**src/rtl/pipe_ctrl.sv**
```systemverilog
// Hazard/forwarding controller for the 5-stage pipeline plus syscall drain/service sequencer.
// Forwarding and hazard outputs are combinational; svc_req is registered and held until svc_done.
module pipe_ctrl #(
  parameter int DRAIN_CYCLES = 3,
  parameter int CNT_W        = 4
) (
  input  logic       clk,
  input  logic       rst_n,
  input  logic [4:0] rs_d,
  input  logic [4:0] rt_d,
  input  logic [4:0] rs_e,
  input  logic [4:0] rt_e,
  input  logic [4:0] write_reg_e,
  input  logic [4:0] write_reg_m,
  input  logic [4:0] write_reg_w,
  input  logic       reg_write_e,
  input  logic       reg_write_m,
  input  logic       reg_write_w,
  input  logic       mem_to_reg_e,
  input  logic       mem_to_reg_m,
  input  logic       branch_d,
  input  logic       pc_src_d,
  input  logic       jump_d,
  input  logic       syscall_e,
  input  logic       svc_done,
  output logic       stall_f,
  output logic       stall_d,
  output logic       flush_d,
  output logic       flush_e,
  output logic       fwd_a_d,
  output logic       fwd_b_d,
  output logic [1:0] fwd_a_e,
  output logic [1:0] fwd_b_e,
  output logic       svc_req,
  output logic       busy
);

  typedef enum logic [1:0] {
    RUN   = 2'd0,
    DRAIN = 2'd1,
    SVC   = 2'd2
  } state_t;

  localparam logic [CNT_W-1:0] CNT_LAST = CNT_W'(DRAIN_CYCLES - 1);

  state_t           state_q, state_d;
  logic [CNT_W-1:0] cnt_q, cnt_d;
  logic             svc_req_q, svc_req_d;

  logic lw_stall, br_stall, hz;
  logic hold_c, flush_d_c;

  // E-stage forwarding: M result wins over W; register 0 never forwards.
  always_comb begin
    fwd_a_e = 2'b00;
    if (rs_e != 5'd0 && rs_e == write_reg_m && reg_write_m)
      fwd_a_e = 2'b10;
    else if (rs_e != 5'd0 && rs_e == write_reg_w && reg_write_w)
      fwd_a_e = 2'b01;
  end

  always_comb begin
    fwd_b_e = 2'b00;
    if (rt_e != 5'd0 && rt_e == write_reg_m && reg_write_m)
      fwd_b_e = 2'b10;
    else if (rt_e != 5'd0 && rt_e == write_reg_w && reg_write_w)
      fwd_b_e = 2'b01;
  end

  assign fwd_a_d = (rs_d != 5'd0) && (rs_d == write_reg_m) && reg_write_m;
  assign fwd_b_d = (rt_d != 5'd0) && (rt_d == write_reg_m) && reg_write_m;

  assign lw_stall = mem_to_reg_e && ((rt_e == rs_d) || (rt_e == rt_d));
  assign br_stall = branch_d &&
                    ((reg_write_e  && ((write_reg_e == rs_d) || (write_reg_e == rt_d))) ||
                     (mem_to_reg_m && ((write_reg_m == rs_d) || (write_reg_m == rt_d))));
  assign hz = lw_stall || br_stall;

  always_comb begin
    state_d   = state_q;
    cnt_d     = cnt_q;
    svc_req_d = svc_req_q;
    hold_c    = 1'b1;
    flush_d_c = 1'b0;
    case (state_q)
      RUN: begin
        cnt_d     = '0;
        svc_req_d = 1'b0;
        // A syscall in E outranks every other hazard: freeze F/D, bubble E.
        if (syscall_e) begin
          state_d = DRAIN;
        end else begin
          hold_c    = hz;
          flush_d_c = (pc_src_d || jump_d) && !hz;
        end
      end
      DRAIN: begin
        cnt_d = cnt_q + CNT_W'(1);
        if (cnt_q == CNT_LAST) begin
          state_d   = SVC;
          cnt_d     = '0;
          svc_req_d = 1'b1;
        end
      end
      SVC: begin
        svc_req_d = 1'b1;
        if (svc_done) begin
          state_d   = RUN;
          svc_req_d = 1'b0;
        end
      end
      default: begin
        state_d   = RUN;
        cnt_d     = '0;
        svc_req_d = 1'b0;
      end
    endcase
  end

  always_ff @(posedge clk or negedge rst_n) begin
    if (!rst_n) begin
      state_q   <= RUN;
      cnt_q     <= '0;
      svc_req_q <= 1'b0;
    end else begin
      state_q   <= state_d;
      cnt_q     <= cnt_d;
      svc_req_q <= svc_req_d;
    end
  end

  // While reset is held the pipeline registers are cleared, not frozen.
  always_comb begin
    if (!rst_n) begin
      stall_f = 1'b0;
      stall_d = 1'b0;
      flush_d = 1'b1;
      flush_e = 1'b1;
    end else begin
      stall_f = hold_c;
      stall_d = hold_c;
      flush_d = flush_d_c;
      flush_e = hold_c;
    end
  end

  assign svc_req = svc_req_q;
  assign busy    = (state_q != RUN);

endmodule
```
**config.mk**
```make
export PLATFORM = sky130hd
export DESIGN_NAME = pipe_ctrl
export DESIGN_NICKNAME = d
export VERILOG_FILES = /design/src/rtl/pipe_ctrl.sv
export SDC_FILE = /design/constraint.sdc
export NUM_CORES = 1
export LEC_CHECK = 0
export CAP_MARGIN = 15
export CORE_MARGIN = 5
export CORE_UTILIZATION = 36
export DETAILED_ROUTE_END_ITERATION = 10
export PLACE_DENSITY = 0.76
export SLEW_MARGIN = 5
export SYNTH_ARGS = -nofsm -noshare
export SYNTH_HDL_FRONTEND = slang
export SYNTH_SLANG_ARGS = --single-unit
```
**constraint.sdc**
```tcl
create_clock -name clk -period 2.55 [get_ports clk]
set_input_delay 0.765 -clock clk [delete_from_list [all_inputs] [get_ports clk]]
set_output_delay 0.765 -clock clk [all_outputs]
set_load 0.02 [all_outputs]
```
# --- Word-level counts from Yosys, hierarchy flattened ---
# Index checks and enable logic that the tools add are counted.
word_totals:
  word_cells: 73
  register_bits: 7
classes:
  eq_ne: 18
  n_addsub: 1
  reduce_logical: 31
  muxes: 20
op_table:
  columns: ["op", "count"]
  rows:
  - ["equality test 5 bit", 12]
  - ["nonzero test 5 bit", 4]
  - ["logical AND 1 bit", 17]
  - ["2-to-1 mux 1 bit", 11]
  - ["2-to-1 mux 2 bit", 5]
  - ["case mux 4 bit (2 select lines)", 1]
  - ["logical OR 1 bit", 6]
  - ["!= test 2 bit (second input constant)", 3]
  - ["case mux 2 bit (3 select lines)", 1]
  - ["adder 4 x 1 -> 4 bit (second input constant)", 1]
  - ["equality test 4 x 2 -> 1 bit (second input constant)", 1]
  - ["2-to-1 mux 4 bit", 1]
  - ["AND reduction 3 bit", 1]
  - ["equality test 2 x 1 -> 1 bit (second input constant)", 1]
  - ["equality test 2 bit (second input constant)", 1]
  - ["zero test 2 bit", 1]
  - ["case mux 1 bit (2 select lines)", 1]
  - ["nonzero test 2 bit", 1]
  - ["zero test 1 bit", 1]

# --- Depth between registers and ports, before layout ---
# Gate-level depths: netlist of the first run.
logic_depth:
  word_depth: 11
  depth_mapped: 7
  mapped_depth_nobuf: 7

# --- Least setup slack after synthesis of the first run ---
# Ideal clock, no wire load.
synth_path:
  kind: "input -> output"
  start: "input port rs_e[1]"
  end: "output port fwd_a_e[0]"
  required_time_ps: 1785
  stages: 4
  t_arrival_ps: 2272
  path_buffers: 0
  slack_ps: -487
  cell_sequence: "or4_1 > nor2_1 > nor4_1 > nor4_1"
synth_between:
  elab_chain_len: 5
  elab_cells_between_ends: 9
  cone_classes: "eq/ne: 2; mux: 2; reduce/logical: 5"
synth_rtl:
  columns: ["element", "line_no", "source"]
  rows:
  - ["start, declared", "11", "input logic [4:0] rs_e,"]
  - ["equality test 5 bit / nonzero test 5 bit (equally long branches)", "58, 56", null]
  - ["logical AND 1 bit (2 in a row)", "58", "else if (rs_e != 5'd0 && rs_e == write_reg_w && reg_write_w)"]
  - ["2-to-1 mux 1 bit", "58", null]
  - ["2-to-1 mux 2 bit (*)", "56", "if (rs_e != 5'd0 && rs_e == write_reg_m && reg_write_m)"]
  - ["end, declared", "32", "output logic [1:0] fwd_a_e,"]
# Every way passes the cells marked *; elsewhere a longest branch is shown, timed or not.

# --- Final worst setup path of the first run ---
layout_path:
  start: "input port rt_e[4]"
  end: "output port flush_d"
layout_between:
  elab_chain_len: 9
  elab_cells_between_ends: 10
  cone_classes: "eq/ne: 2; mux: 3; reduce/logical: 5"
layout_rtl:
  columns: ["element", "line_no", "source"]
  rows:
  - ["start, declared", "12", "input logic [4:0] rt_e,"]
  - ["equality test 5 bit", "73", "assign lw_stall = mem_to_reg_e && ((rt_e == rs_d) || (rt_e == rt_d));"]
  - ["logical OR 1 bit (*)", "73", null]
  - ["logical AND 1 bit (*)", "73", null]
  - ["logical OR 1 bit (*)", "77", "assign hz = lw_stall || br_stall;"]
  - ["zero test 1 bit (*)", "94", "flush_d_c = (pc_src_d || jump_d) && !hz;"]
  - ["logical AND 1 bit (*)", "94", null]
  - ["2-to-1 mux 1 bit (*)", "90", "if (syscall_e) begin"]
  - ["2-to-1 mux 1 bit (*)", "85", "case (state_q)"]
  - ["2-to-1 mux 1 bit (*)", "134", "if (!rst_n) begin"]
  - ["end, declared", "28", "output logic flush_d,"]
# Marks and branches as above.

==> run metrics, run 1 <==
post-synthesis cell area=0.00117 mm2; hold_buf cts=0; Worst Path Class, Setup=in -> out; Vias=1,557; Critical Path RT=1.79 ns; Syn. warnings=0; P&R area growth vs syn=113%; First-pass DRT Iterations=6; post-layout min period=2.84 ns; worst rel slew slack=62.3%; min-delay src=cnt_q[3]; CP max FO=5; die area=0.00448 mm2; Register-to-Register Path Depth=7; grt total ovfl=0; dpl cells=274; CTS tree=built; Post-synth EDFFs=0; syn avg cell area=8.11 um2; reg2reg end=state_q[1]; Internal Power=0.000561 W; Iter 0 DRT Violations=92; # diodes=0; area of the core=0.00308 mm2; Syn Nets=196; most area-consuming cells after synthesis=xnor2_1 26%, dfrtp_1 15%, xor2_1 9.0%, ha_1 5.4%, nand4_1 4.8%; Antenna Violating Nets Remaining=0; Net Sw Frac=42.4%; Max Fclk=352 MHz; setup slack, reg-to-reg=0.85 ns; power per cell area=391 mW/mm2; fin cells=292; status=complete, but fails checks; Clock Skews=0.00139 ns; Final period util=111%; WL/cell=19.2 um; first-pass GRT wire length=8130 um; Yosys top cell area share=25.5%; Post-DP HPWL=3590 um; Power Total=0.000973 W; sequential area share after synthesis=15.0%; routability cong.=0.928; worst-margin pin slew=0.561 ns; CTS Sinks=7; final core utilization=80.9%; clk buf depth=2; Root Driver=clkbuf_4; critical path endpoint category=output port; min-delay worst type=reg -> reg; # Max-Cap Violations=0; Leakage=1.12 nW; cell taking the most area after synthesis=xnor2_1; WHS Path Cells=1; Die Span Y=66.9 um; switching pwr=0.000413 W; combinational power share=72.1%; final slew viol count=0; H-Tree Level Count=1; Post-synth ARST share=100%; final hold violation count=0; vias in the first global route=1,670; arrival time worst endpoint=2.07 ns; Hold Path End=cnt_q[3]; clock slew at the register clock pins of the worst setup and hold paths=0.05 ns; Cell variety after synth=37; initial antenna violation count=0; Site Rows=20; violated checks=setup timing; leading cell type by number of instances after synthesis=xnor2_1; largest net degree at the start of global routing=9; DRT Wirelength=5590 um; reg2reg start=cnt_q[0]; final worst slack=-0.288 ns; PortBufs=58; All-Layer GR Usage=24.1%; flops & latches, synth=7; commonest cells in the netlist=34 x xnor2_1, 12 x xor2_1, 9 x inv_1, 9 x nand4_1, 8 x nand2_1; Most used DFF post-synth=dfrtp_1; Final setup viols=9; later-pin clock latency in the skew report=0.26 ns; clock share of power=10.7%; Nets=301; I/O pin cnt=59; Max IR drop VDD=0.190 mV; drt drc=0; Num CTS Buffers=3; RSZ-0062 raised after global routing=true; Seq pwr share=17.2%; routed vias/inst=5.33; Initial Utilization=37.9%; die width=66.9 um; Critical Path Source Type=input pin; share of cells above drive strength 1=56.0%; Mapped Cells=144
what timing repair did:
item                       CTS  global route
buffers inserted            10             5
pin swaps                   43            28
setup endpoints to repair   10            10
resized for setup          253            17
metal layers:
layer | track usage [%] | vias up | wire length (um)
met1 | 26.2 | 746 | 2200
li1 | - | 707 | -
met2 | 46.5 | 82 | 2870
met5 | 0 | - | 0
met4 | 7.85 | 0 | 217
met3 | 3.88 | 22 | 303
power groups by stage:
stage / sequential [W] / combinational (W) / clock [W]
after global routing: 0.000173 / 0.000759 / 0.000113
after global placement: 0.000166 / 0.000584 / 0
final: 0.000168 / 0.000702 / 0.000104
after CTS: 0.000167 / 0.000662 / 0.000109
after detailed placement: 0.000169 / 0.000613 / 0
after floorplan: 0.000169 / 0.000331 / 0
stage by stage:
stage	instance area, um2	setup slack (ns)	TNS (ns)	hold WS, ns
after floorplan	1270	-0.233	-0.552	0.469
after global placement	2100	-1.11	-10.24	0.488
after detailed placement	2100	-1.16	-10.74	0.526
after CTS	2400	-0.279	-1.56	0.539
after global routing	2490	-0.372	-2.50	0.543
final	2490	-0.288	-2.06	0.536
worst max-delay path by stage:
stage | from | to | slack [ns]
after floorplan | rt_e[2] | fwd_b_e[0] | -0.23
after global placement | rt_d[4] | flush_d | -1.11
after detailed placement | write_reg_m[1] | stall_d | -1.16
after CTS | rs_e[4] | fwd_a_e[0] | -0.28
after global routing | rt_d[1] | flush_d | -0.37
final | rt_e[4] | flush_d | -0.29
cells in the final DEF (no fill, tap or decap), drive strengths merged:
master,Yosys,routed
xnor2,34,34
dlymetal6s2s,0,1
inv,9,9
xor2,12,12
o22ai,2,2
nor3,2,2
ha,5,5
a221oi,1,1
clkinv,0,1
and2,1,1
and3,2,2
a21oi,4,4
nand3,1,1
clkdlybuf4s50,0,14
buf,7,88
o2111a,2,2
o21ai,5,5
nand2b,5,5
dfrtp,7,7
or4,4,4
a31oi,1,1
nand3b,1,1
a31o,1,1
and4,1,1
or2,1,1
mux2i,1,1
nor2,8,8
nand4,9,9
nand2,8,8
dlygate4sd2,0,3
nor2b,2,2
clkbuf,0,4
a21o,1,1
o31ai,3,3
nor4,4,4
kinds of logic after synthesis:
group / count (synthesis) / share of synthesized area, %
simple gates: 49 / 25.3
xor+xnor: 46 / 34.5
compound gates: 20 / 12.3
buf+inv: 16 / 6.64
flops: 7 / 15.0
fa+ha+maj: 5 / 5.36
mux: 1 / 0.857
critical path: stages:
cell and delay (ns):
buf_2 0.17, xnor2_1 0.23, nand4_1 0.19, o22ai_2 0.24, a21oi_4 0.11, a31o_4 0.24, buf_6 0.12
final cells by class:
class	instances	area, um2
Multi-Input combinational cell	121	1210
Tap cell	44	55.1
Timing Repair Buffer	107	992
Inverter	9	33.8
Sequential cell	7	175
Clock buffer	3	22.5
Fill cell	179	587
Clock inverter	1	5.00
sequential cells by signal (all words and copies together) (netlist names):
register  count
svc_req       1
state_q       2
cnt_q         4
Note: power is estimated with default switching activity, not from simulation.
==> run 2: changes to the inputs <==
Settings changed: CAP_MARGIN 15 to unset.
==> results of run 2 <==
The final DEF is identical to that of run 1; final timing and power are the same.
==> run 3: changes to the inputs <==
Settings changed: CORE_UTILIZATION 36 to 43, PLACE_DENSITY 0.76 to 0.85.
Clock period 2.55 ns to 3.3 ns, I/O delays scaled along.
==> run metrics, run 3 (synthesis results as in run 1) <==
# diodes=0; commonest non-fill, non-tap cell in the layout=buf_4; Most flops, register=cnt_q; largest net degree at the start of global routing=9; Site Rows=18; Critical Path RT=2.31 ns; first-pass GRT wire length=7200 um; CP max FO=3; arrival time worst endpoint=2.29 ns; reg2reg start=cnt_q[0]; Iter 0 DRT Violations=68; RSZ-0062 raised after global routing=true; WL/cell=18.0 um; final core utilization=85.0%; final worst slack=0.0195 ns; initial antenna violation count=0; First-pass DRT Iterations=4; clk buf depth=2; Die Span Y=62.1 um; routed vias/inst=5.49; Final setup viols=0; grt total ovfl=0; drt drc=0; crit-path max cell delay=0.50 ns; worst slack at placement=-0.831 ns; routability cong.=0.931; Num CTS Buffers=3; Max IR drop VDD=0.516 mV; final slew viol count=0; DRT Wirelength=4810 um; share of cells above drive strength 1=45.6%; most frequent CP cell=buf_4; CTS Sinks=7; Antenna Violating Nets Remaining=0; FF+latch area=175 um2; worst rel slew slack=61.2%; CP max-delay cell=or4_4; final hold violation count=0; vias in the first global route=1,513; PortBufs=58; P&R area growth vs syn=85.3%; die area=0.00386 mm2; Critical Path Source Type=input pin; power per cell area=315 mW/mm2; area of the core=0.00254 mm2; clock slew at the register clock pins of the worst setup and hold paths=0.05 ns; switching pwr=0.000301 W; Nets=290; critical path endpoint category=output port; crit path launch=rs_d[4]; minimum hold slack=0.568 ns; most frequent cells in the layout=37 x buf_4, 25 x xnor2_1, 16 x clkdlybuf4s50_1; min-delay worst type=reg -> reg; footprint of the multi-input gates=0.00111 mm2; filler instances=147; H-Tree Level Count=1; Initial Utilization=45.9%; clock share of power=11.7%; # Max-Cap Violations=0; All-Layer GR Usage=22.5%; combinational power share=68.8%; CP endpoint=fwd_a_d; post-layout min period=3.28 ns; Vias=1,465; Worst Path Class, Setup=in -> out; worst-margin pin slew=0.578 ns; Final period util=99.4%; sequence of cells on the critical path=buf_4, buf_4, or4_4, o2111a_1, and2_4, buf_6; Max Fclk=305 MHz; Register-to-Register Path Depth=7; Internal Power=0.000380 W; setup slack, reg-to-reg=1.50 ns; min-delay src=svc_req; max FFs per register=4; die width=62.1 um; hold_buf cts=0; Post-DP HPWL=3440 um; I/O pin cnt=59; status=complete, no violations; Leakage=0.973 nW; reg2reg end=cnt_q[3]; later-pin clock latency in the skew report=0.25 ns; Clock Skews=0.00331 ns; Root Driver=clkbuf_4; Seq pwr share=19.6%; WHS Path Cells=2; CTS tree=built; Net Sw Frac=44.2%
-- run 3: changes by cell type in the layout (fill, tap and decap cells not counted), moves of 3 or more --
cell,change
xnor2_1,+3
clkdlybuf4s15_1,+3
buf_8,-5
xnor2_2,-4
clkbuf_2,+7
buf_6,-19
buf_4,-3
-- run 3: area by class of cell --
type                            count  area share (%)
Multi-Input combinational cell    121            51.5
Tap cell                           30            1.74
Inverter                            9            1.56
Sequential cell                     7            8.10
Clock buffer                        4            1.21
Timing Repair Buffer               96            35.9
-- run 3: repair_timing --
action | CTS | global route
resized for setup | 146 | 39
setup endpoints to repair | 10 | 10
pin swaps | 22 | 29
setup buffers | 4 | 3
-- run 3: critical path: cells and delay by family --
kind | cells | cell delay [ns]
AOI/OAI and AO/OA | 1 | 0.26
buffers and inverters | 3 | 0.39
and+or+nand+nor | 2 | 0.65
-- run 3: worst min path at each step --
| stage | end | slack, ns |
|---|---|---|
| after floorplan | cnt_q[3] | 0.47 |
| after global placement | cnt_q[3] | 0.49 |
| after detailed placement | cnt_q[3] | 0.52 |
| after CTS | cnt_q[3] | 0.53 |
| after global routing | cnt_q[3] | 0.61 |
| final | svc_req | 0.57 |
-- run 3: power groups by stage --
stage,clock [W],combinational (W),sequential (W)
after CTS,0.0000811,0.000433,0.000132
after global routing,0.0000855,0.000507,0.000135
after detailed placement,0,0.000424,0.000133
final,0.0000794,0.000469,0.000133
after global placement,0,0.000409,0.000129
after floorplan,0,0.000239,0.000131
-- run 3: per-stage QoR --
stage | setup TNS [ns] | instances | cell area (um2) | total power (W)
2_1_floorplan | -0.0144 | 144 | 1190 | 0.000370
3_3_place_gp | -7.06 | 256 | 1990 | 0.000538
3_5_place_dp | -7.36 | 256 | 1990 | 0.000557
4_1_cts | 0 | 264 | 2090 | 0.000646
5_1_grt | -0.0912 | 267 | 2160 | 0.000727
6_report | 0 | 267 | 2160 | 0.000681
-- run 3: per-layer routing --
| metal | global-route usage (%) | part of all wire (%) | vias up |
|---|---|---|---|
| li1 | - | - | 687 |
| met3 | 5.04 | 5.8 | 14 |
| met1 | 25.0 | 41 | 690 |
| met5 | 0 | 0 | - |
| met4 | 9.21 | 3.1 | 0 |
| met2 | 40.7 | 50 | 74 |
==> variant: new RTL, flow settings as in run 1 <==
The 3 states of `state_t` get a one-hot encoding in 3 bits.
--- a/src/rtl/pipe_ctrl.sv
+++ b/src/rtl/pipe_ctrl.sv
@@ -37,6 +37,6 @@
 
-  typedef enum logic [1:0] {
-    RUN   = 2'd0,
-    DRAIN = 2'd1,
-    SVC   = 2'd2
+  typedef enum logic [2:0] {
+    RUN   = 3'b001,
+    DRAIN = 3'b010,
+    SVC   = 3'b100
   } state_t;
Function: same outputs for any inputs over 10 cycles, from zero or initial values and one cycle with rst_n low; not proved beyond that.
==> variant against run 1 <==
- critical path type unchanged
- routed wire length is 12% lower
- non-clock buffer count decreased by 3
- synthesized area down 1.4%
- critical endpoint is now fwd_a_e[0]
- worst setup slack lost 0.084 ns
- synthesized cell count shrank 4.9%
- total power shrank 6.8%
- via count is 6.2% lower
- the run still ends with setup timing left
- sequential cell count increased by 1
- fmax down 2.9%
- count of clock-buffer cells in the layout increased by 1
- design area fell by 1.4%
==> variant: results (changes against run 1) <==
metric	value	unit	change
dp_cells	268		was 274
drtPass1Iterations	4		was 6
layout-drive-gt1-share	55.5	%	was 56.0%
cp_max_fo	2		was 5
n_fill_cell	182		was 179
relSlewSlack	71.6	%	was 62.3%
post-dp-hpwl	3.52	mm	was 3.59 mm
yosys-top-cells-count	xnor2_1, xor2_1, nor4_1		was xnor2_1, xor2_1, inv_1, nand4_1, nand2_1
dr.first_iter.drc_count	50		was 92
cpMaxStageDelayCell	or4_4		was o22ai_2
crit_start	rs_e[2]		was rt_e[4]
worst_hold_slack	0.499	ns	was 0.536 ns
crit_family	simple AND/OR/NAND/NOR gates		was compound AO/OA/AOI/OAI gates
reg2regPathDepth	6		was 7
synth.area.top_cells	xnor2_1, xor2_1, dfrtp_1		was xnor2_1, dfrtp_1, xor2_1
cts_resized	210		was 253
vdd_drop_max	149	µV	was 190 µV
wl_per_cell	17.6	µm	was 19.2 µm
gp_congestion	0.904		was 0.928
crit_path_max_incr_delay	0.52	ns	was 0.24 ns
cts_setup_buffers	8		was 10
syn_inst	137		was 144
worst_slack	-0.372	ns	was -0.288 ns
p_leak	1.02	nW	was 1.12 nW
failed_checks	setup timing		unchanged
setup_viol	9		unchanged
grt_first_pass_wirelength	7.69	mm	was 8.13 mm
pre_cts_slack	-1.22	ns	was -1.16 ns
grt_max_degree	10		was 9
grt_usage	23.1	%	was 24.1%
final_nets	286		was 301
rrSetupSlack	1.12	ns	was 0.85 ns
status	complete, but fails checks		unchanged
wirelength	4.92	mm	was 5.59 mm
synth-seq-area-share	17.5	%	was 15.0%
r2r-end	cnt_q[3]$_DFFE_PN0P_		was state_q[1]$_DFFE_PN0P_
synthesis.nets	186		was 196
worstPathArrival	2.16	ns	was 2.07 ns
==> variant: cell count changes after synthesis, sizes merged, moves of 4 or more <==
| cell | change |
|---|---|
| nand2 | -4 |
| nand4 | -5 |
| nand3 | +6 |
| xnor2 | -6 |
| inv | -5 |
| nor4 | +6 |
| xor2 | +10 |
==> variant: worst reg2reg max path, cell delays in order, from the launching register on <==
cell	delay, ns
dfrtp_1	0.42
inv_1	0.07
ha_1	0.19
a211o_1	0.36
nor2b_1	0.14
o21ai_1	0.06
o31ai_1	0.09
==> variant: per-layer routing <==
metal  global-route usage (%)  up-vias  part of all wire (%)
li1                         -      675                     -
met1                     26.9      708                    39
met2                     42.2       64                    53
met3                     2.02       14                   4.8
met4                     10.7        0                   2.5
met5                        0        -                     0
==> variant: worst max path at each step <==
stage / end / slack (ns)
2_1_floorplan: fwd_b_e[0] / -0.22
3_3_place_gp: stall_d / -1.18
3_5_place_dp: stall_f / -1.22
4_1_cts: fwd_a_e[0] / -0.40
5_1_grt: fwd_a_e[0] / -0.39
6_report: fwd_a_e[0] / -0.37
==> variant: cell families after synthesis <==
family	after synthesis	synth area share (%)
xor gates and xnor gates	50	38.0
DFF	8	17.5
buffers and inverters	13	6.63
AOI/OAI and AO/OA	20	11.6
and+or+nand+nor	44	24.0
adders and majority gates	2	2.17
==> variant: power by group <==
part | switching [mW] | internal, mW | total (mW)
combinational | 0.296 | 0.318 | 0.615
clock | 0.0520 | 0.0604 | 0.112
sequential | 0.0200 | 0.160 | 0.180
==> variant: cell type report <==
cell class | count | area, µm² | area share [%]
clock buffers | 4 | 26.3 | 1.07
multi-input cells | 116 | 1220 | 49.8
inverters | 4 | 15.0 | 0.611
flip-flops and latches | 8 | 201 | 8.20
repair buffers | 104 | 936 | 38.1
well taps | 44 | 55.1 | 2.24
